File: src/rtl/mem_access_unit.sv
// Initiator side of the 256x8 data memory port: LOAD/STORE/PUSH/POP with an owned stack pointer.
// Define STACK_GUARD_EN to flag stack overflow/underflow on resp_err instead of wrapping sp.
module mem_access_unit #(
    parameter logic [7:0] SP_INIT  = 8'hFF,
    parameter logic [7:0] SP_LIMIT = 8'h80
) (
    input  logic       clk,
    input  logic       reset,
    input  logic       req_valid,
    output logic       req_ready,
    input  logic [1:0] req_op,
    input  logic [7:0] req_addr,
    input  logic [7:0] req_data,
    output logic       resp_valid,
    input  logic       resp_ready,
    output logic [7:0] resp_data,
    output logic       resp_err,
    output logic [7:0] sp,
    output logic [7:0] mem_addr,
    output logic       mem_wr_en,
    output logic [7:0] mem_wdata,
    input  logic [7:0] mem_rdata
);

    // state  | meaning
    // IDLE   | ready for a request
    // ACCESS | drive memory port for one cycle
    // RESP   | hold response until resp_ready
    typedef enum logic [1:0] {
        IDLE   = 2'd0,
        ACCESS = 2'd1,
        RESP   = 2'd2
    } state_t;

    localparam logic [1:0] OP_LOAD  = 2'd0;
    localparam logic [1:0] OP_STORE = 2'd1;
    localparam logic [1:0] OP_PUSH  = 2'd2;
    localparam logic [1:0] OP_POP   = 2'd3;

`ifdef STACK_GUARD_EN
    localparam bit GUARD_EN = 1'b1;
`else
    localparam bit GUARD_EN = 1'b0;
`endif

    state_t     state_q, state_d;
    logic [7:0] sp_q, sp_d;
    logic [1:0] op_q, op_d;
    logic [7:0] addr_q, addr_d;
    logic [7:0] data_q, data_d;
    logic [7:0] resp_data_q, resp_data_d;
    logic       resp_err_q, resp_err_d;
    logic       guard_hit;

    assign guard_hit = ((req_op == OP_PUSH) && (sp_q == SP_LIMIT)) ||
                       ((req_op == OP_POP)  && (sp_q == SP_INIT));

    always_ff @(posedge clk or posedge reset) begin
        if (reset) begin
            state_q     <= IDLE;
            sp_q        <= SP_INIT;
            op_q        <= 2'd0;
            addr_q      <= 8'd0;
            data_q      <= 8'd0;
            resp_data_q <= 8'd0;
            resp_err_q  <= 1'b0;
        end else begin
            state_q     <= state_d;
            sp_q        <= sp_d;
            op_q        <= op_d;
            addr_q      <= addr_d;
            data_q      <= data_d;
            resp_data_q <= resp_data_d;
            resp_err_q  <= resp_err_d;
        end
    end

    always_comb begin
        state_d     = state_q;
        sp_d        = sp_q;
        op_d        = op_q;
        addr_d      = addr_q;
        data_d      = data_q;
        resp_data_d = resp_data_q;
        resp_err_d  = resp_err_q;
        req_ready   = 1'b0;
        resp_valid  = 1'b0;
        mem_addr    = 8'd0;
        mem_wr_en   = 1'b0;
        mem_wdata   = 8'd0;

        case (state_q)
            IDLE: begin
                req_ready = 1'b1;
                if (req_valid) begin
                    op_d   = req_op;
                    addr_d = req_addr;
                    data_d = req_data;
                    if (GUARD_EN && guard_hit) begin
                        // Guard errors skip the memory entirely and leave sp untouched.
                        state_d     = RESP;
                        resp_err_d  = 1'b1;
                        resp_data_d = 8'd0;
                    end else begin
                        state_d = ACCESS;
                    end
                end
            end
            ACCESS: begin
                state_d = RESP;
                case (op_q)
                    OP_LOAD: begin
                        mem_addr    = addr_q;
                        resp_data_d = mem_rdata;
                    end
                    OP_STORE: begin
                        mem_addr  = addr_q;
                        mem_wr_en = 1'b1;
                        mem_wdata = data_q;
                    end
                    OP_PUSH: begin
                        mem_addr  = sp_q - 8'd1;
                        mem_wr_en = 1'b1;
                        mem_wdata = data_q;
                        sp_d      = sp_q - 8'd1;
                    end
                    default: begin
                        mem_addr    = sp_q;
                        resp_data_d = mem_rdata;
                        sp_d        = sp_q + 8'd1;
                    end
                endcase
            end
            RESP: begin
                resp_valid = 1'b1;
                if (resp_ready) begin
                    state_d     = IDLE;
                    resp_data_d = 8'd0;
                    resp_err_d  = 1'b0;
                end
            end
            default: state_d = IDLE;
        endcase
    end

    assign resp_data = resp_data_q;
    assign resp_err  = GUARD_EN ? resp_err_q : 1'b0;
    assign sp        = sp_q;

endmodule
File: config.mk
export PLATFORM = sky130hd
export DESIGN_NAME = mem_access_unit
export DESIGN_NICKNAME = d
export VERILOG_FILES = /design/src/rtl/mem_access_unit.sv
export SDC_FILE = /design/constraint.sdc
export NUM_CORES = 1
export LEC_CHECK = 0
export BUFFER_PORTS_ARGS = -buffer_cell sky130_fd_sc_hd__buf_2
export CORE_AREA = 2 2 79 81
export CTS_BUF_LIST = sky130_fd_sc_hd__clkbuf_4
export CTS_CLUSTER_DIAMETER = 40
export DETAILED_ROUTE_END_ITERATION = 10
export DIE_AREA = 0 0 81 83
export GPL_ROUTABILITY_DRIVEN = 0
export PLACE_DENSITY = 0.56
export SLEW_MARGIN = 20
export SYNTH_ARGS = -nofsm -noshare
export SYNTH_HDL_FRONTEND = slang
export SYNTH_SLANG_ARGS = --single-unit
File: constraint.sdc
create_clock -name clk -period 3.15 [get_ports clk]
set_clock_uncertainty 0.05 [all_clocks]
set_input_delay 0.63 -clock clk [delete_from_list [all_inputs] [get_ports clk]]
set_output_delay 0.63 -clock clk [all_outputs]
set_load 0.02 [all_outputs]
======== After elaboration in Yosys (flattened, before gate mapping) ========
Index checks and enable logic that the tools add are counted.
storage, ports and cells
  register bits after elaboration ......... 36
  latch bits .............................. 0
  bits in writable memories ............... 0
  bits in read-only memories .............. 0
  output and inout bits ................... 36
  memories kept ........................... 0
operators by class
  add/subtract/negate cells ............... 2
  multipliers ............................. 0
  div/mod/pow operators ................... 0
  order comparisons ....................... 0
  equal/unequal tests ..................... 7
  shift-type cells ........................ 0
  muxes and demuxes ....................... 15
  bitwise logic cells ..................... 1
  reduce and logical (&&, ||, !) cells .... 9
operators by type and width
  cell                   count
  $pmux W8 S2            3
  $mux W8                5
  $add A8 B1 Y8 const B  1
  $sub A8 B1 Y8 const B  1
  $ne A2 B2 Y1 const B   3
  $pmux W2 S3            1
  $reduce_and A2 Y1      3
  $eq A2 B1 Y1 const B   2
  $eq A2 B2 Y1 const B   2
  $logic_not A2 Y1       2
  $mux W1                4
  $mux W2                2
  $reduce_or A2 Y1       2
  $reduce_and A3 Y1      1
  $reduce_bool A2 Y1     1
  $not A1 Y1             1

======== Depth between registers and ports, before layout ========
  depth in word-level cells ............... 4
  mapped depth ............................ 7
  gate-level depth less buffers ........... 6

======== Worst setup path after synthesis ========
Ideal clock, no wire load.
  path type ............................... reg-to-output
  from .................................... register op_q[0]
  to ...................................... output mem_addr[6]
  arrival time ............................ 1.760 ns
  data required time ...................... 2.470 ns
  setup slack ............................. 0.710 ns
  stages on the path, launching flop included .. 8
  cell sequence ........................... dfrtp_1 > inv_1 > ha_1 > clkbuf_1 > nand3b_1 > o32ai_1 > nand2_1 > a21oi_1
between the ends
  word-level cells in the longest chain between the ends .. 4
  elaborated cells on any way between the ends .. 6
  those cells by class .................... eq/ne (2); mux (2); reduce/logical (2)
RTL lines
  item                                                     line  RTL
  start, declared                                          48    logic [1:0] op_q, op_d;
  start signal, assigned                                   70    op_q <= op_d;
  $eq A2 B1 Y1 / $logic_not A2 Y1 (equally long branches)  111   case (op_q)
  $reduce_or A2 Y1 (no source line)                        n/a
  $pmux W8 S2 *                                            111
  $mux W8 *                                                92    case (state_q)
  end, declared                                            19    output logic [7:0] mem_addr,
Every way passes the cells marked *; elsewhere a longest branch is shown, timed or not.

======== Final worst setup path ========
  from .................................... register sp_q[1], in the netlist sp[1]
  to ...................................... output mem_addr[5]
between the ends
  word-level cells in the longest chain between the ends .. 3
RTL lines
  item                    line  RTL
  start, declared         47    logic [7:0] sp_q, sp_d;
  start signal, assigned  69    sp_q <= sp_d;
  $sub A8 B1 Y8           122   mem_addr = sp_q - 8'd1;
  $pmux W8 S2             111
  $mux W8                 92
Every way passes these cells.

==> out/summary.txt <==
Core ar. - 5820 sq um
initial antenna violation count - 0
Clock Sinks - 36
clock-pin slew on the worst setup and hold paths - 0.11 ns
Synth Register Bits - 36
power density cells - 1010 nW/um^2
DRC Markers - 0
largest family of logic cells by synthesized area - compound AO/OA/AOI/OAI gates
port buffer count - 64
Final Non-Filler Cells - 346
Synth Flop Type - dfrtp_1
MaxCap Viol Count - 0
most frequent cells in the layout - buf_2, dfrtp_1, nor2_1
top post-synthesis cells by area - dfrtp_1, dfstp_2, mux2_2
xor/xnor share of the synthesized area - 0.0262
Worst Hold Class - in2async
Worst-Margin Slew - 0.820 ns
Final Hold Fails - 0
post-synthesis cell count - 211
RSZ-0062 raised after global routing - false
H-Tree Depth - 2
die width - 81 um
top cell type by total area after synthesis - dfrtp_1
minimum clock period - 2.93 ns
post-synthesis mux area share - 0.0891
setup violators final - 0
Slew Limit Fails - 0
TritonCTS clock tree - built
CP Cell Sequence - or3_1 -> or4_1 -> a21oi_1 -> o221a_2 -> buf_2
NumNets Final - 306
Simple-Gate Fraction of Synth Area - 0.163
layout cells sized above 1 - 0.373
Relative slew margins - 0.454
Crit. End Element - primary output
TNS Setup - 0 ns
top achievable clock speed - 341 MHz
maximum VDD drop - 0.554 mV
placed cells - 338
synth unique cells - 44
post-synthesis sequential area ratio - 0.454
Req. time, crit path - 2.47 ns
Synth Warn # - 0
dpl hpwl - 3.60 mm
first-pass GRT wire length - 8.44 mm
cell area after synthesis - 2010 sq um
status - completed
DRT iter0 DRCs - 125
number of flops mapped to enable cells by yosys - 0
CTS Root Cell - clkbuf_4
DR vias/cell - 5.17
post-synth top area share - 0.349
CP max-delay cell - or3_1
Num CTS Buffers - 5
die height - 83 um
syn_nets - 247
CP max stage delay - 0.48 ns
drt pass-1 iters - 4
worst setup path category - reg2out
Synth Area in Compound Gates - 0.173
number of global-route vias before repair - 1787
# rows - 28
Routed wire per std cell - 14.3 um
Synth Area in Adders - 0.0374
total track usage - 0.158
DR vias - 1788
GRT overflow - 0
pin count of the biggest net entering global routing - 37
DRT antenna net count - 0
clock buffer depth - 2
arrival time worst endpoint - 2.25 ns
Tcrit/Tclk final - 0.931
cts-stage hold buffer count - 0
Syn Area/Cell - 9.52 sq um
die footprint - 6720 sq um
commonest non-fill, non-tap cell in the layout - buf_2
Worst Path Max Fanout - 10
Clock Latency Late Sink - 0.33 ns
n_diodes - 0
Worst setup SP type - flip-flop
Area Growth Syn to Fin - 21.7%
static leakage - 1.19 nW
# fillers - 605
Ports - 66
Post-synth ARST share - 1.00
final wirelength - 4.96 mm
Starting Density - 0.345
==> sequential cells by signal, indices dropped and copies added (netlist names) <==
signal,count
sp,8
data_q,8
op_q,2
addr_q,8
state_q,2
resp_data,8
==> repair_timing <==
| action | 4_1_cts | 5_1_grt |
|---|---|---|
| buffers inserted | 0 | 0 |
| resized for setup | 0 | 1 |
| endpoints found under the setup margin | 0 | 1 |
==> power breakdown <==
part | switching, W | internal, W
logic | 0.000760 | 0.000543
clock network | 0.000151 | 0.000103
registers | 0.000219 | 0.000695
==> cell families (layout without fill, tap and decap cells) <==
family,Yosys count,in the layout
other,1,1
XOR/XNOR,6,6
AO/OA/AOI/OAI,54,54
AND/OR/NAND/NOR,64,64
adder cells (fa/ha/maj),6,6
multiplexers,16,16
flip-flops,36,36
buffers and inverters,28,88
==> worst max-delay path, delay by kind of cell, from the launching register on <==
family | cells | cell delay, ns
and+or+nand+nor | 2 | 0.90
AOI/OAI and AO/OA | 2 | 0.42
DFF | 1 | 0.43
buffers and inverters | 1 | 0.15
==> path summary, 6_finish.rpt <==
check                      slack (ns)  cells after the start                     end                  start
setup reg to reg                 0.92                      5       sp[5]$_DFFE_PP1P_    op_q[1]$_DFFE_PP0P_
max in group asynchronous        2.36                      3       sp[3]$_DFFE_PP1P_                  reset
min in group clk                 0.44                      2  state_q[1]$_DFFE_PP0P_             resp_ready
hold / removal                   0.33                      3   data_q[1]$_DFFE_PP0P_                  reset
setup / recovery                 0.22                      5             mem_addr[5]      sp[1]$_DFFE_PP1P_
hold reg to reg                  0.46                      1   data_q[0]$_DFFE_PP0P_  data_q[0]$_DFFE_PP0P_
==> synth_stat cells, drive strengths merged (5+ instances only) <==
cell type   n
a21oi      14
o22ai       9
mux2       15
nand2      13
and3        8
clkbuf     11
o21ai      12
nand2b      5
inv        12
ha          6
dfstp       8
buf         5
nor2       17
dfrtp      28
==> metrics by stage <==
stage               hold slack (ns)  area [sq um]  power (W)   util  setup slack [ns]
floorplan                     0.422          2010    0.00185      -             0.710
global placement              0.431          2390    0.00222  0.410             0.550
detailed placement            0.437          2390    0.00223  0.410             0.537
CTS                           0.340          2440    0.00249  0.420             0.160
global route                  0.392          2440    0.00269  0.420             0.138
finish                        0.333          2440    0.00247  0.420             0.216
==> per-layer routing <==
layer,vias up,GRT usage,routed length [um]
li1,867,-,-
met1,855,0.203,2200
met2,60,0.258,2330
met3,6,0.0446,385
met4,0,0.0401,48
met5,-,0,0
==> area by class of cell <==
class                           instances  area (sq um)  area share
Multi-Input combinational cell        147           988       0.404
Tap cell                               75          93.8      0.0384
Inverter                               12          45.0      0.0184
Sequential cell                        36           911       0.373
Timing Repair Buffer                   68           350       0.143
Clock buffer                            7          52.6      0.0215
Clock inverter                          1          3.75     0.00154
Note: power is estimated with default switching activity, not from simulation.
